$ cat src/rtl/box_drawer.sv
// box_drawer: redraws the player box on the VGA framebuffer once per game tick.
// Each frame erases the box at its previous row (unless unchanged), then draws
// it at the new row, one pixel per clock in raster order.
//
// Ports
//   clk          system clock, rising-edge
//   resetn       asynchronous active-low reset
//   tick         one-cycle redraw request
//   y_coordinate box top row, sampled in START
//   x_out/y_out  pixel position to the VGA adapter
//   colour       pixel colour
//   plot         write enable (x_out/y_out/colour valid only while high)
//   busy         frame in progress
//   done         one-cycle pulse at the end of each frame
//
// state  | meaning
// IDLE   | waiting for tick
// START  | sample and clamp y, clear pixel counters
// ERASE  | plot background over the old box
// DRAW   | plot box colour at the new position
// FIN    | done pulse, commit new row, restart if a tick was queued
module box_drawer #(
    parameter logic [7:0] BOX_X      = 8'd20,
    parameter int         BOX_SIZE   = 4,
    parameter logic [6:0] SCREEN_H   = 7'd120,
    parameter logic [2:0] BOX_COLOUR = 3'b110,
    parameter logic [2:0] BG_COLOUR  = 3'b000
) (
    input  logic       clk,
    input  logic       resetn,
    input  logic       tick,
    input  logic [6:0] y_coordinate,
    output logic [7:0] x_out,
    output logic [6:0] y_out,
    output logic [2:0] colour,
    output logic       plot,
    output logic       busy,
    output logic       done
);

    typedef enum logic [2:0] {
        S_IDLE, S_START, S_ERASE, S_DRAW, S_FIN
    } state_t;

    localparam logic [3:0] LAST  = 4'(BOX_SIZE - 1);
    localparam logic [6:0] Y_MAX = SCREEN_H - 7'(BOX_SIZE);
    localparam logic [6:0] Y_RST = 7'd60;

    state_t     state_q, state_d;
    logic [3:0] px_q, px_d, py_q, py_d;
    logic       pending_q, pending_d;
    logic [6:0] old_y_q, old_y_d, new_y_q, new_y_d;
    logic [7:0] x_q, x_d;
    logic [6:0] y_q, y_d;
    logic [2:0] colour_q, colour_d;
    logic       plot_q, plot_d, busy_q, busy_d, done_q, done_d;

    logic [6:0] y_clamped;
    logic       pix_last;

    assign y_clamped = (y_coordinate > Y_MAX) ? Y_MAX : y_coordinate;
    assign pix_last  = (px_q == LAST) && (py_q == LAST);

    always_comb begin
        state_d   = state_q;
        px_d      = px_q;
        py_d      = py_q;
        pending_d = pending_q;
        old_y_d   = old_y_q;
        new_y_d   = new_y_q;
        x_d       = x_q;
        y_d       = y_q;
        colour_d  = colour_q;
        plot_d    = 1'b0;
        done_d    = 1'b0;
        // Outputs trail the state by one register stage, so busy covers the
        // done cycle produced while the state is FIN.
        busy_d    = (state_q != S_IDLE);

        // Shared raster stepping for ERASE and DRAW
        if (state_q == S_ERASE || state_q == S_DRAW) begin
            if (pix_last) begin
                px_d = 4'd0;
                py_d = 4'd0;
            end else if (px_q == LAST) begin
                px_d = 4'd0;
                py_d = py_q + 4'd1;
            end else begin
                px_d = px_q + 4'd1;
            end
        end

        case (state_q)
            S_IDLE: begin
                if (tick) state_d = S_START;
            end
            S_START: begin
                if (tick) pending_d = 1'b1;
                new_y_d = y_clamped;
                px_d    = 4'd0;
                py_d    = 4'd0;
                state_d = (y_clamped == old_y_q) ? S_DRAW : S_ERASE;
            end
            S_ERASE: begin
                if (tick) pending_d = 1'b1;
                plot_d   = 1'b1;
                x_d      = BOX_X + {4'b0, px_q};
                y_d      = old_y_q + {3'b0, py_q};
                colour_d = BG_COLOUR;
                if (pix_last) state_d = S_DRAW;
            end
            S_DRAW: begin
                if (tick) pending_d = 1'b1;
                plot_d   = 1'b1;
                x_d      = BOX_X + {4'b0, px_q};
                y_d      = new_y_q + {3'b0, py_q};
                colour_d = BOX_COLOUR;
                if (pix_last) state_d = S_FIN;
            end
            S_FIN: begin
                done_d  = 1'b1;
                old_y_d = new_y_q;
                // A tick landing in FIN itself is also queued rather than lost.
                if (pending_q || tick) begin
                    pending_d = 1'b0;
                    state_d   = S_START;
                end else begin
                    state_d = S_IDLE;
                end
            end
            default: state_d = S_IDLE;
        endcase
    end

    always_ff @(posedge clk or negedge resetn) begin
        if (!resetn) begin
            state_q   <= S_IDLE;
            px_q      <= 4'd0;
            py_q      <= 4'd0;
            pending_q <= 1'b0;
            old_y_q   <= Y_RST;
            new_y_q   <= Y_RST;
            x_q       <= 8'd0;
            y_q       <= 7'd0;
            colour_q  <= 3'd0;
            plot_q    <= 1'b0;
            busy_q    <= 1'b0;
            done_q    <= 1'b0;
        end else begin
            state_q   <= state_d;
            px_q      <= px_d;
            py_q      <= py_d;
            pending_q <= pending_d;
            old_y_q   <= old_y_d;
            new_y_q   <= new_y_d;
            x_q       <= x_d;
            y_q       <= y_d;
            colour_q  <= colour_d;
            plot_q    <= plot_d;
            busy_q    <= busy_d;
            done_q    <= done_d;
        end
    end

    assign x_out  = x_q;
    assign y_out  = y_q;
    assign colour = colour_q;
    assign plot   = plot_q;
    assign busy   = busy_q;
    assign done   = done_q;

endmodule

$ cat config.mk
export PLATFORM = sky130hd
export DESIGN_NAME = box_drawer
export DESIGN_NICKNAME = d
export VERILOG_FILES = /design/src/rtl/box_drawer.sv
export SDC_FILE = /design/constraint.sdc
export NUM_CORES = 1
export LEC_CHECK = 0
export BUFFER_PORTS_ARGS = -buffer_cell sky130_fd_sc_hd__buf_2
export CAP_MARGIN = 15
export CORE_ASPECT_RATIO = 1.25
export CORE_MARGIN = 5
export CORE_UTILIZATION = 47
export CTS_BUF_LIST = sky130_fd_sc_hd__clkbuf_2
export CTS_CLUSTER_DIAMETER = 30
export DETAILED_ROUTE_END_ITERATION = 16
export PLACE_DENSITY = 0.78
export SYNTH_ARGS = -nofsm -noshare
export SYNTH_HDL_FRONTEND = slang
export SYNTH_SLANG_ARGS = --single-unit
$ cat constraint.sdc
create_clock -name clk -period 5.6 [get_ports clk]
set_input_delay 0.28 -clock clk [delete_from_list [all_inputs] [get_ports clk]]
set_output_delay 0.28 -clock clk [all_outputs]
set_load 0.01 [all_outputs]
* Word level (Yosys, flattened, before mapping)
Cells that the tools add are included.
** Word-level totals
- Register bits after elaboration :: 47
- Output and inout port bits :: 21
- Bits of input ports :: 10
- Logic and storage cells :: 66
** Operators by class
- $lt $le $gt $ge :: 1
- Multiplexer cells :: 22
- $add $sub $neg :: 5
- Equality and inequality tests :: 12
- Reductions and logical operators :: 14
** Operators by type and width (count)
- 4-bit 2-to-1 mux :: 8
- 3-bit case mux with 5 select lines :: 1
- 7-bit by 4-bit adder with 7-bit output :: 2
- 7-bit case mux with 2 select lines :: 1
- 3-bit 2-to-1 mux :: 3
- 4-bit by 1-bit adder with 4-bit output, second input constant :: 2
- 4-bit by 2-bit equality test with 1-bit output, second input constant :: 2
- 2-bit inequality test, second input constant :: 4
- 7-bit equality test :: 1
- 7-bit > comparator, second input constant :: 1
- 7-bit 2-to-1 mux :: 1
- 5-bit by 4-bit adder with 6-bit output, first input constant :: 1
- 3-bit by 2-bit equality test with 1-bit output, second input constant :: 2
- 1-bit 2-to-1 mux :: 6
- 3-bit case mux with 2 select lines :: 1
- 3-bit AND reduction :: 2
- 2-bit nonzero test :: 3
- 3-bit nonzero test :: 2
- 3-bit by 1-bit equality test with 1-bit output, second input constant :: 1
- 3-bit equality test, second input constant :: 1
- 3-bit zero test :: 1
- 3-bit OR reduction :: 1
- 1-bit logical OR :: 2
- 2-bit by 1-bit inequality test with 1-bit output, second input constant :: 1
- 4 further kinds :: 4

* Longest topological paths before layout
Gate-level depths: netlist of the first run.
- Depth after elaboration :: 5
- Depth in mapped cells :: 11
- Mapped depth without buffers :: 9

* Least setup slack after synthesis of the first run
No wires, ideal clock.
- Kind :: flip-flop to flip-flop
- Start :: register state_q[0]
- End :: register y_q[6], in the netlist y_out[6]
- Arrival time :: 2.469 ns
- Clock period less this slack :: 2.551 ns
- Data required time :: 5.517 ns
- Buffers on the path :: 2
- Cell stages (with the launch flop) :: 12
- Setup slack :: 3.049 ns
- Library setup time :: 0.083 ns
- Cell sequence :: dfrtp_1 -> buf_2 -> nand3b_1 -> buf_2 -> mux2_2 -> ha_1 -> fa_1 -> a21o_1 -> a21oi_1 -> a21oi_1 -> xor2_1 -> o21ai_0
** On the way
- Word-level cells in the longest chain between the ends :: 2
- Elaborated cells on any way between the ends :: 4
- Classes of those cells :: eq/ne: 2; mux: 1; reduce/logical: 1
** RTL lines
- start, declared :: RTL line 49 : state_t state_q, state_d;
- start signal, assigned :: RTL line 150 : state_q <= state_d;
- 3-bit by 2-bit equality test with 1-bit output :: RTL line 93 : case (state_q)
- 7-bit case mux with 2 select lines / 2-bit nonzero test (equally long branches)
- end signal, assigned :: RTL line 157 : y_q <= y_d;
- end, declared :: RTL line 54 : logic [6:0] y_q, y_d;
Several ways; a longest one is shown, not always the timed one.
A chain may end at the register's enable or synchronous reset.

* Final worst setup path of the first run
Same ends and word-level chain as after synthesis.

==> results.sh, run 1 <==
export IMPL_wl_per_cell_um=14.1
export IMPL_synth_mux_area_frac=0.0696
export IMPL_power_density_nw_per_um2=448
export IMPL_wl_met2_um=2130
export IMPL_min_period_ns=2.93
export IMPL_vias_per_cell=5.37
export IMPL_drc=0
export IMPL_wl_met1_um=1940
export IMPL_ys_types=42
export IMPL_overflow=0
export IMPL_synth_flop_cell="dfrtp_1"
export IMPL_cp_end_kind="register"
export IMPL_placed_cell_area_um2=2350
export IMPL_start_util=0.474
export IMPL_setup_tns_ns=0
export IMPL_drt_initial_drc_count=123
export IMPL_clk_pin_slew_worst_paths_ns=0.22
export IMPL_antennaDiodeCount=0
export IMPL_reg2reg_to="y_out[6]"
export IMPL_met3WireLength_um=182
export IMPL_stdcell_count=308
export IMPL_dieWidth_um=71.3
export IMPL_multi_input_area_um2=1040
export IMPL_hold_viol_final=22
export IMPL_drt_wl_total_um=4360
export IMPL_crit_fanout=11
export IMPL_drive_gt1_frac=0.230
export IMPL_ff_latch_area_um2=1090
export IMPL_gp_congestion=0.825
export IMPL_postLayoutCellArea_um2=2410
export IMPL_p_leak_nw=1.15
export IMPL_htree_levels=2
export IMPL_fillCellCount=420
export IMPL_num_rows=28
export IMPL_area_delta_synth_final_pct=9.22
export IMPL_synth_avg_cell_area_um2=9.87
export IMPL_dp_hpwl_um=3260
export IMPL_cts_sinks=43
export IMPL_reg2reg_from="state_q[0]"
export IMPL_postSynth_asyncResetShare=1.00
export IMPL_synthXorXnorAreaFrac=0.0357
export IMPL_synth_top_family_by_area="simple AND/OR/NAND/NOR gates"
export IMPL_num_vias=1654
export IMPL_post_place_cells=300
export IMPL_setup_viol=0
export IMPL_cap_violations=0
export IMPL_clkLatencyLatePin_ns=0.41
export IMPL_nets=266
export IMPL_post_route_period_util=0.523
export IMPL_grt_setup_unrepaired="false"
export IMPL_whs_ns=-0.0220
export IMPL_cts_hold_buffers=0
export IMPL_r2r_cells=9
export IMPL_synth_seq_cells=43
export IMPL_highest_layer="met4"
export IMPL_synth_fa_ha_area_frac=0.0543
export IMPL_cts_tree="done"
export IMPL_synthMostInstantiatedCell="nand2_1"
export IMPL_yosys_top_cells_count="nand2_1 (53), dfrtp_1 (35), o21ai_0 (17), mux2_2 (11), a21oi_1 (10)"
export IMPL_arrival_ns=3.28
export IMPL_slew_viol_final=0
export IMPL_netlist_instances=224
export IMPL_dieArea_um2=6180
export IMPL_slew_headroom=0.380
export IMPL_utilization=0.518
export IMPL_synth_simple_area_share=0.180
export IMPL_ir_worst_vdd_uv=178
export IMPL_violations="negative hold slack"
export IMPL_synth_edf_count=0
export IMPL_grt_pass1_vias=1649
export IMPL_outcome="complete, but fails checks"
export IMPL_cts_resized=0
export IMPL_io_buffers=27
export IMPL_grtUsageTotal=0.160
export IMPL_worstSetupPathType="register to register"
export IMPL_cts_root_buffer="clkbuf_2"
export IMPL_yosys_area_top_type="dfrtp_1"
export IMPL_cp_start_kind="register"
export IMPL_critPathRequiredTime_ns=5.95
export IMPL_regToRegSetupSlack_ns=2.67
export IMPL_grt_antenna_before_repair=0
export IMPL_num_io_pins=31
export IMPL_hp_class="input port to async pin"
export IMPL_cts_setup_buffers=0
export IMPL_coreArea_um2=4660
export IMPL_synth_top_area_share=0.396
export IMPL_grt_pass1_wl_um=7820
export IMPL_fin_worst_skew_ns=0.0179
export IMPL_final_antenna_net_count=0
export IMPL_yosysSeqAreaShare=0.491
export IMPL_synth_area_leaders="dfrtp_1 (40%), dfstp_2 (9.5%), nand2_1 (9.0%)"
export IMPL_die_h_um=86.7
export IMPL_grt_max_degree=44
export IMPL_tightest_slew_ns=0.930
export IMPL_fmax_mhz=341
export IMPL_yosysWarningCount=0
export IMPL_numCtsBuffers=5
export IMPL_synth_compound_area_frac=0.126
export IMPL_drt_pass1_iterations=4
export IMPL_cts_buffer_depth=2
export IMPL_synth_cell_area_um2=2210
-- power breakdown --
group	internal, mW	switching (mW)	total, mW	leakage, nW
registers	0.425	0.0916	0.517	0.512
clock network	0.0734	0.0980	0.171	0.0404
logic	0.173	0.220	0.393	0.599
-- placed cells by master, fill, tap and decap left out, types with 3 or more instances in the layout --
master / instances
a21oi_1: 10
buf_2: 27
clkbuf_2: 5
conb_1: 3
dfrtp_1: 35
dfstp_2: 8
ha_1: 8
inv_1: 4
mux2_2: 11
mux2i_1: 3
nand2_1: 53
nand2b_1: 5
nand3_1: 5
nor2_1: 7
nor3_1: 3
o2111ai_1: 3
o21ai_0: 17
o31ai_1: 3
xnor2_1: 6
xor2_1: 3
-- through the flow --
step / total power, mW / worst slack, ns
6_report: 1.08 / 2.67
5_1_grt: 1.18 / 2.46
4_1_cts: 1.09 / 2.68
3_5_place_dp: 0.922 / 2.71
3_3_place_gp: 0.901 / 2.86
2_1_floorplan: 0.796 / 3.05
-- cells by family after synthesis --
kind of cell / count (synthesis)
AO/OA/AOI/OAI: 45
multiplexers: 14
adder cells (fa/ha/maj): 9
flip-flops: 43
buffers and inverters: 17
XOR/XNOR: 9
AND/OR/NAND/NOR: 86
other: 1
-- how the worst max path moves through the flow --
stage,startpoint,to,slack [ns],depth (start not counted)
5_1_grt,state_q[0],y_out[6],2.46,9
6_report,state_q[0],y_out[6],2.67,9
3_5_place_dp,state_q[0],y_out[6],2.71,9
3_3_place_gp,state_q[0],y_out[6],2.86,9
2_1_floorplan,state_q[0],y_out[6],3.05,11
4_1_cts,state_q[0],y_out[6],2.68,9
-- critical path: stages (launching register included) --
cell and delay (ns):
dfrtp_1 0.58, nand3b_1 0.45, mux2_2 0.43, ha_1 0.22
fa_1 0.42, a21o_1 0.17, a21oi_1 0.22, a21oi_1 0.08
xor2_1 0.16, o21ai_0 0.14
-- layer usage --
| metal | up-vias | global-route usage |
|---|---|---|
| met5 | - | 0 |
| met4 | 0 | 0.0735 |
| met3 | 8 | 0.0336 |
| met2 | 32 | 0.273 |
| met1 | 808 | 0.193 |
| li1 | 806 | - |
-- cell type report --
class / instances / share of cell area
clock buffers: 5 / 0.0104
clock inverters: 3 / 0.0161
inverters: 4 / 0.00622
well taps: 60 / 0.0311
multi-input cells: 166 / 0.431
repair buffers: 27 / 0.0560
flip-flops and latches: 43 / 0.450
-- registers in the layout (all words and copies together) (netlist names) --
name and count:
x_out 6, py_q 4, done 1, old_y_q 7, busy 1, new_y_q 7, pending_q 1, plot 1
y_out 7, px_q 4, state_q 3, colour 1
Note: power is estimated with default switching activity, not from simulation.
==> run 2: changes to the inputs <==
--- a/config.mk
+++ b/config.mk
@@ -5,6 +5,7 @@
 export SDC_FILE = /design/constraint.sdc
 export NUM_CORES = 1
 export LEC_CHECK = 0
+export ABC_AREA = 1
 export BUFFER_PORTS_ARGS = -buffer_cell sky130_fd_sc_hd__buf_2
 export CAP_MARGIN = 15
 export CORE_ASPECT_RATIO = 1.25
@@ -13,7 +14,7 @@
 export CTS_BUF_LIST = sky130_fd_sc_hd__clkbuf_2
 export CTS_CLUSTER_DIAMETER = 30
 export DETAILED_ROUTE_END_ITERATION = 16
-export PLACE_DENSITY = 0.78
+export PLACE_DENSITY = 0.81
 export SYNTH_ARGS = -nofsm -noshare
 export SYNTH_HDL_FRONTEND = slang
 export SYNTH_SLANG_ARGS = --single-unit
==> constraint.sdc (replaced) <==
create_clock -name clk -period 2.6 [get_ports clk]
set_input_delay 0.13 -clock clk [delete_from_list [all_inputs] [get_ports clk]]
set_output_delay 0.13 -clock clk [all_outputs]
set_load 0.01 [all_outputs]
==> results.sh, run 2 <==
export IMPL_postLayoutCellArea_um2=2500
export IMPL_start_util=0.478
export IMPL_drt_initial_drc_count=87
export IMPL_final_cell_mix="nand2_1 (78), dfrtp_1 (35), o21ai_0 (34)"
export IMPL_coreArea_um2=4660
export IMPL_htree_levels=2
export IMPL_ys_types=31
export IMPL_drc=0
export IMPL_ir_worst_vdd_uv=377
export IMPL_yosys_area_top_type="dfrtp_1"
export IMPL_tightest_slew_ns=0.934
export IMPL_grt_max_degree=44
export IMPL_cts_tree="done"
export IMPL_power_density_nw_per_um2=1130
export IMPL_synth_flop_cell="dfrtp_1"
export IMPL_cp_start_kind="register"
export IMPL_cap_violations=0
export IMPL_slew_headroom=0.378
export IMPL_cts_setup_buffers=0
export IMPL_io_buffers=27
export IMPL_drive_gt1_frac=0.174
export IMPL_clkLatencyLatePin_ns=0.41
export IMPL_grt_antenna_before_repair=0
export IMPL_cts_hold_buffers=6
export IMPL_numCtsBuffers=5
export IMPL_dp_hpwl_um=3080
export IMPL_final_common_cell="nand2_1"
export IMPL_yosysSeqAreaShare=0.487
export IMPL_crit_fanout=16
export IMPL_final_antenna_net_count=0
export IMPL_num_rows=28
export IMPL_synthMostInstantiatedCell="nand2_1"
export IMPL_grtUsageMet1=0.188
export IMPL_whs_ns=0.0103
export IMPL_dieArea_um2=6230
export IMPL_nets=323
export IMPL_busiest_layer="met2"
export IMPL_post_route_period_util=0.820
export IMPL_wl_per_cell_um=11.6
export IMPL_fin_worst_skew_ns=0.0266
export IMPL_reg2reg_from="state_q[2]"
export IMPL_regToRegSetupSlack_ns=0.47
export IMPL_setup_viol=0
export IMPL_worstSetupPathType="register to register"
export IMPL_die_h_um=87.0
export IMPL_hold_viol_final=0
export IMPL_r2r_cells=10
export IMPL_hp_class="input port to register"
export IMPL_gp_congestion=0.829
export IMPL_netlist_instances=271
export IMPL_grt_setup_unrepaired="false"
export IMPL_overflow=0
export IMPL_cp_end_kind="register"
export IMPL_dieWidth_um=71.6
export IMPL_grt_pass1_wl_um=7730
export IMPL_area_delta_synth_final_pct=12.0
export IMPL_postSynth_asyncResetShare=1.00
export IMPL_reg2reg_to="y_out[5]"
export IMPL_num_vias=1793
export IMPL_setup_tns_ns=0
export IMPL_outcome="finished, final reports clean"
export IMPL_drt_pass1_iterations=4
export IMPL_grtUsageTotal=0.156
export IMPL_p_leak_nw=1.28
export IMPL_synth_seq_cells=43
export IMPL_drt_wl_total_um=4250
export IMPL_arrival_ns=2.46
export IMPL_placed_cell_area_um2=2400
export IMPL_crit_path_start="state_q[2]"
export IMPL_cts_sinks=43
export IMPL_use_met3=0.0346
export IMPL_cts_buffer_depth=2
export IMPL_yosysWarningCount=0
export IMPL_cts_resized=0
export IMPL_synth_edf_count=0
export IMPL_num_io_pins=31
export IMPL_synth_area_leaders="dfrtp_1 (39%), nand2_1 (13%), dfstp_2 (9.4%)"
export IMPL_min_period_ns=2.13
export IMPL_yosys_top_cells_count="nand2_1 (78), dfrtp_1 (35), o21ai_0 (34), inv_1 (30), nor2_1 (19)"
export IMPL_clk_pin_slew_worst_paths_ns=0.20
export IMPL_crit_path_end="y_out[5]"
export IMPL_grt_pass1_vias=1749
export IMPL_critPathRequiredTime_ns=2.93
export IMPL_antennaDiodeCount=0
export IMPL_synth_top_area_share=0.393
export IMPL_synth_cell_area_um2=2230
export IMPL_cts_root_buffer="clkbuf_2"
export IMPL_vias_per_cell=4.91
export IMPL_slew_viol_final=0
export IMPL_fmax_mhz=469
export IMPL_synth_avg_cell_area_um2=8.22
export IMPL_grt_use_met2=0.267
## run 2: cell types whose count changed after synthesis, sizes merged, moves of 9 or more
cell,before,now
inv,4,33
mux2,11,0
nand2,53,80
nand3,6,15
nor2,7,20
o21ai,18,35
## run 2: where the power goes
group          switching (mW)  internal, mW  total, mW  leakage, nW
clock                   0.212        0.0662      0.278       0.0304
combinational           0.867         0.500       1.37        0.737
sequential              0.194         0.989       1.18        0.518
total                    1.27          1.55       2.83         1.28
## run 2: final cells by class
| cell class | count | area [um2] |
|---|---|---|
| well taps | 60 | 75.1 |
| inverters | 33 | 124 |
| repair buffers | 34 | 203 |
| multi-input cells | 187 | 970 |
| clock inverters | 2 | 8.76 |
| flip-flops and latches | 43 | 1090 |
| clock buffers | 6 | 30.0 |
| fillers | 446 | 2160 |
## run 2: worst min-delay path by stage
stage | slack, ns | startpoint | cells past startpoint | end
floorplan | -0.17 | resetn | 0 | busy
CTS | 0.002 | y_coordinate[0] | 3 | new_y_q[0]
detailed placement | 0.34 | resetn | 1 | new_y_q[1]
global placement | 0.33 | resetn | 1 | new_y_q[0]
finish | 0.01 | y_coordinate[1] | 3 | new_y_q[1]
global route | 0.01 | y_coordinate[0] | 3 | new_y_q[0]
## run 2: kinds of logic (layout without fill, tap and decap cells)
family                     Yosys count  in the layout  share of synthesized area
adders and majority gates            9              9                     0.0539
xor gates and xnor gates             5              5                     0.0197
and+or+nand+nor                    121            121                      0.233
AOI/OAI and AO/OA                   49             49                      0.124
DFF                                 43             43                      0.487
other                                1              3                    0.00168
buffers and inverters               43             75                     0.0809
## run 2: per-stage QoR
stage / utilization / power, mW / cells / setup WS, ns
after floorplan: - / 2.20 / 273 / 0.428
after global placement: 0.515 / 2.51 / 351 / 0.544
after detailed placement: 0.515 / 2.57 / 351 / 0.466
after CTS: 0.536 / 2.86 / 365 / 0.455
after global routing: 0.536 / 3.14 / 365 / 0.228
final: 0.536 / 2.83 / 365 / 0.467
## run 2: layer usage
| layer | routed length (um) | vias up |
|---|---|---|
| met1 | 1870 | 821 |
| met4 | 87 | 0 |
| li1 | - | 927 |
| met2 | 2090 | 37 |
| met5 | 0 | - |
| met3 | 202 | 8 |
## run 2: critical path: stages, from the launching register on
cell and delay [ns]:
dfrtp_1 0.51, nor2_8 0.15, nand2_4 0.12, o21ai_0 0.39, ha_1 0.33, nand3_1 0.08
nand2_1 0.07, nand2_1 0.08, a21oi_1 0.07, xor2_1 0.14, o21ai_0 0.14
